`config.mk`:
```
export PLATFORM = sky130hd
export DESIGN_NAME = add_result_stage
export DESIGN_NICKNAME = d
export VERILOG_FILES = /design/src/rtl/add_result_stage.sv
export SDC_FILE = /design/constraint.sdc
export NUM_CORES = 1
export LEC_CHECK = 0
export ABC_AREA = 1
export CAP_MARGIN = 10
export CORE_ASPECT_RATIO = 1.1
export CORE_MARGIN = 5
export CORE_UTILIZATION = 40
export CTS_CLUSTER_DIAMETER = 50
export DETAILED_ROUTE_END_ITERATION = 10
export PLACE_DENSITY = 0.74
export SKIP_LAST_GASP = 1
export SLEW_MARGIN = 30
export SYNTH_ARGS = -nofsm -noshare
export SYNTH_HDL_FRONTEND = slang
export SYNTH_SLANG_ARGS = --single-unit
```
`constraint.sdc`:
```
create_clock -name clk -period 2.87 [get_ports clk]
set_input_delay 0.574 -clock clk [delete_from_list [all_inputs] [get_ports clk]]
set_output_delay 0.574 -clock clk [all_outputs]
set_load 0.1 [all_outputs]
```
`src/rtl/add_result_stage.sv`:
```
// Adder result stage: overflow/saturation, Z/V/N flags, 2-entry skid buffer.
// Optional macro ADD_SAT_EN enables signed saturation of the result.
module add_result_stage (
  input  logic        clk,
  input  logic        rst_n,
  input  logic        in_valid,
  output logic        in_ready,
  input  logic [15:0] add_a,
  input  logic [15:0] add_b,
  input  logic [15:0] add_sum,
  input  logic        add_cout,
  input  logic        flag_we,
  output logic        out_valid,
  input  logic        out_ready,
  output logic [15:0] out_result,
  output logic        out_cout,
  output logic        flag_z,
  output logic        flag_v,
  output logic        flag_n
);

  typedef struct packed {
    logic [15:0] res;
    logic        cout;
    logic        v;
    logic        z;
    logic        n;
    logic        we;
  } beat_t;

  beat_t       beat_in;
  beat_t       main_q, main_d;
  beat_t       skid_q, skid_d;
  logic        main_v_q, main_v_d;
  logic        skid_v_q, skid_v_d;
  logic [2:0]  flags_q, flags_d;
  logic        in_xfer;
  logic        out_xfer;

  // Per-beat overflow, final result and Z/N derived from that result
  always_comb begin
    beat_in      = '0;
    beat_in.cout = add_cout;
    beat_in.we   = flag_we;
    beat_in.v    = (add_a[15] == add_b[15]) &&
                   (add_sum[15] != add_a[15]);
`ifdef ADD_SAT_EN
    if (beat_in.v)
      beat_in.res = add_a[15] ? 16'h8000 : 16'h7FFF;
    else
      beat_in.res = add_sum;
`else
    beat_in.res  = add_sum;
`endif
    beat_in.z    = (beat_in.res == 16'h0000);
    beat_in.n    = beat_in.res[15];
  end

  assign in_ready = !skid_v_q;
  assign in_xfer  = in_valid && in_ready;
  assign out_xfer = main_v_q && out_ready;

  // Next-state for main/skid storage and flag register
  always_comb begin
    main_d   = main_q;
    main_v_d = main_v_q;
    skid_d   = skid_q;
    skid_v_d = skid_v_q;
    flags_d  = flags_q;
    if (out_xfer && main_q.we)
      flags_d = {main_q.z, main_q.v, main_q.n};
    if (out_xfer || !main_v_q) begin
      if (skid_v_q) begin
        main_d   = skid_q;
        main_v_d = 1'b1;
        skid_v_d = 1'b0;
      end else if (in_xfer) begin
        main_d   = beat_in;
        main_v_d = 1'b1;
      end else begin
        main_v_d = 1'b0;
      end
    end else if (in_xfer) begin
      skid_d   = beat_in;
      skid_v_d = 1'b1;
    end
  end

  // State registers with synchronous active-low reset
  always_ff @(posedge clk) begin
    if (!rst_n) begin
      main_q   <= '0;
      main_v_q <= 1'b0;
      skid_q   <= '0;
      skid_v_q <= 1'b0;
      flags_q  <= '0;
    end else begin
      main_q   <= main_d;
      main_v_q <= main_v_d;
      skid_q   <= skid_d;
      skid_v_q <= skid_v_d;
      flags_q  <= flags_d;
    end
  end

  assign out_valid  = main_v_q;
  assign out_result = main_q.res;
  assign out_cout   = main_q.cout;
  assign flag_z     = flags_q[2];
  assign flag_v     = flags_q[1];
  assign flag_n     = flags_q[0];

endmodule

```
==> flow_summary_export.csv <==
group,metric,value,unit
outcome,status,"finished clean",
run,maxCapViolCount,0,
logic_synthesis,synth_top_area_share,44.8,%
placed_design,dp.cells,368,
timing,min_period,2180,ps
layout,nets,371,
timing,slew_viol_final,0,
layout,layout.cells.non_filler,374,
floorplanning,ioPinCount,76,
setup_path,critical_path_arrival,2360,ps
layout,fin_util,48.0,%
pwr,pwr-share-clk,26.0,%
placed_design,dpl_cell_area,0.00229,sq mm
logic_synthesis,syn_area_per_cell,6.83,sq um
layout,final_area,0.00237,sq mm
floorplanning,die_area,0.00654,sq mm
logic_synthesis,synth_area,0.00201,sq mm
clock_network,clock-sinks,45,
timing,rsz0062_at_grt,"false",
global_routing,grt_max_degree,26,
setup_path,cp_data_required_time,3050,ps
clock_network,cts_tree,"built",
timing,hold_violations,0,
logic_synthesis,syn_nets,348,
setup_path,critical_path.max_fanout,21,
clock_network,cts_buffers,5,
timing,finalCritPeriodShare,76.1,%
logic_synthesis,ys_types,18,
clock_network,path_clk_slew,70,ps
pwr,pwr-share-seq,49.1,%
pwr,intPower,908,uW
global_routing,grt_overflow,0,
clock_network,clk_latency,300,ps
clock_network,holdBufCountCts,0,
clock_network,htreeDepth,2,
routing,ant_nets,0,
pwr,leakage,1.02,nW
logic_synthesis,synth_area_leaders,"dfxtp_1 (45%), nand2_1 (18%), nor2_1 (9.0%)",
routing,first_pass_iters,5,
setup_path,end_kind,"flip-flop",
layout,area_delta_synth_final,17.9,%
logic_synthesis,yosys.area.top_type,"dfxtp_1",
floorplanning,initial_core_util,40.7,%
logic_synthesis,yosysSeqAreaShare,44.8,%
pwr,switching_share,33.9,%
worst_hold_path,hold_class,"reg2reg",
floorplanning,rows,27,
clock_network,post_cts_buffers,0,
timing,max_slew_margin,44.9,%
timing,worstMarginPinSlew,827,ps
placed_design,dp_hpwl,3.08,mm
timing,setup_tns,0,ps
pwr,p_comb_share,24.9,%
global_routing,first_global_vias,1633,
pwr,power,1.37,mW
floorplanning,core,0.00493,sq mm
placed_design,portBuffers,45,
routing,vias_per_cell,4.68,
clock_network,cts_resized,0,
clock_network,cts.root.buffer_cell,"clkbuf_8",
logic_synthesis,ys_ff_latch,45,
routing,drc,0,
layout,diodes,0,
setup_path,path_class,"in2reg",
floorplanning,die_width,77.6,um
placed_design,gp_congestion,0.750,
timing,worst_clock_skew,6.76,ps
timing,setup-violations-final,0,
floorplanning,die_y,84.3,um
logic_synthesis,ys_warn_count,0,
global_routing,grt_pass1_wl,7.38,mm
setup_path,critPathLaunchType,"input port",
pwr,power_density,580,mW/mm^2
routing,wl_per_cell,11.6,um
routing,routed_wl,4.33,mm
global_routing,antenna_found_initial,0,
pwr,power.switching,467,uW
pwr,vdd_drop_max,0.183,mV
layout,drive_above_1_share,11.7,%
routing,first_iter_violations,158,
global_routing,gr-usage-all-layers,13.6,%
timing,max_freq,458,MHz
clock_network,clock_path_buffers,2,
routing,num_vias,1750,
logic_synthesis,syn_inst,294,
## worst max-delay path, stage by stage
cell and delay, ps:
clkdlybuf4s50_1 480, o21ai_2 680, inv_2 340, o21ai_1 230, a21oi_1 60
## state kept, by name (all words and copies together) (netlist names)
name and flops:
out_result 16, out_cout 1, skid_v_q 1, skid_q 20, out_valid 1, flags_q 3
main_q 3
## cells in the final DEF, fill, tap and decap left out, drive strengths merged
master / instances
clkbuf: 5
o21ai: 26
clkdlybuf4s50: 23
buf: 25
o21bai: 1
inv: 11
nor2: 48
nor3: 1
dfxtp: 45
nand2: 98
nand3: 4
clkinv: 1
a21oi: 28
## power by group through the flow
stage | Clock [mW] | Combinational, mW | Sequential [mW]
CTS | 0.369 | 0.345 | 0.675
detailed placement | 0 | 0.345 | 0.690
floorplan | 0 | 0.257 | 0.710
global placement | 0 | 0.343 | 0.689
global route | 0.394 | 0.366 | 0.680
finish | 0.358 | 0.343 | 0.674
## final timing paths
kind / slack, ps / endpoint / cells after the start / startpoint
worst max-delay path: 690 / main_q[3] / 5 / in_valid
worst min-delay path: 450 / flags_q[1] / 2 / flags_q[1]
worst max register to register: 1110 / main_q[3] / 4 / skid_v_q
worst min register to register: 450 / flags_q[1] / 2 / flags_q[1]
## Yosys cell counts
master,number
nor3_1,1
a21oi_1,28
nand2_2,1
nor2_1,48
buf_1,1
o21ai_0,5
o21ai_2,1
nand3_2,1
clkbuf_1,3
inv_2,3
nand2_1,97
o21ai_1,20
dfxtp_1,45
o21bai_1,1
inv_1,8
buf_4,20
nand3_1,3
buf_2,8
## layer usage
layer	share of wire, %	vias up	global-route usage, %
li1	-	951	-
met1	47	753	17.3
met2	46	40	21.7
met3	5.1	6	4.29
met4	1.6	0	4.69
met5	0	-	0
## cells by family after synthesis
family	share of synthesized area (%)
buffers and inverters	12.3
DFF	44.8
AOI/OAI and AO/OA	14.0
and+or+nand+nor	28.9
## through the flow
step / hold slack, ps / setup WS [ps]
3_3_place_gp: 435 / 359
6_report: 450 / 687
2_1_floorplan: 444 / 1140
4_1_cts: 452 / 697
3_5_place_dp: 440 / 381
5_1_grt: 481 / 545
## area by class of cell
| class | instances | area, sq um |
|---|---|---|
| well taps | 58 | 72.6 |
| clock buffers | 5 | 68.8 |
| multi-input cells | 206 | 862 |
| inverters | 11 | 41.3 |
| flip-flops and latches | 45 | 901 |
| repair buffers | 48 | 418 |
| clock inverters | 1 | 5.00 |
| fillers | 494 | 2560 |
Power figures use the tool's default switching activity.
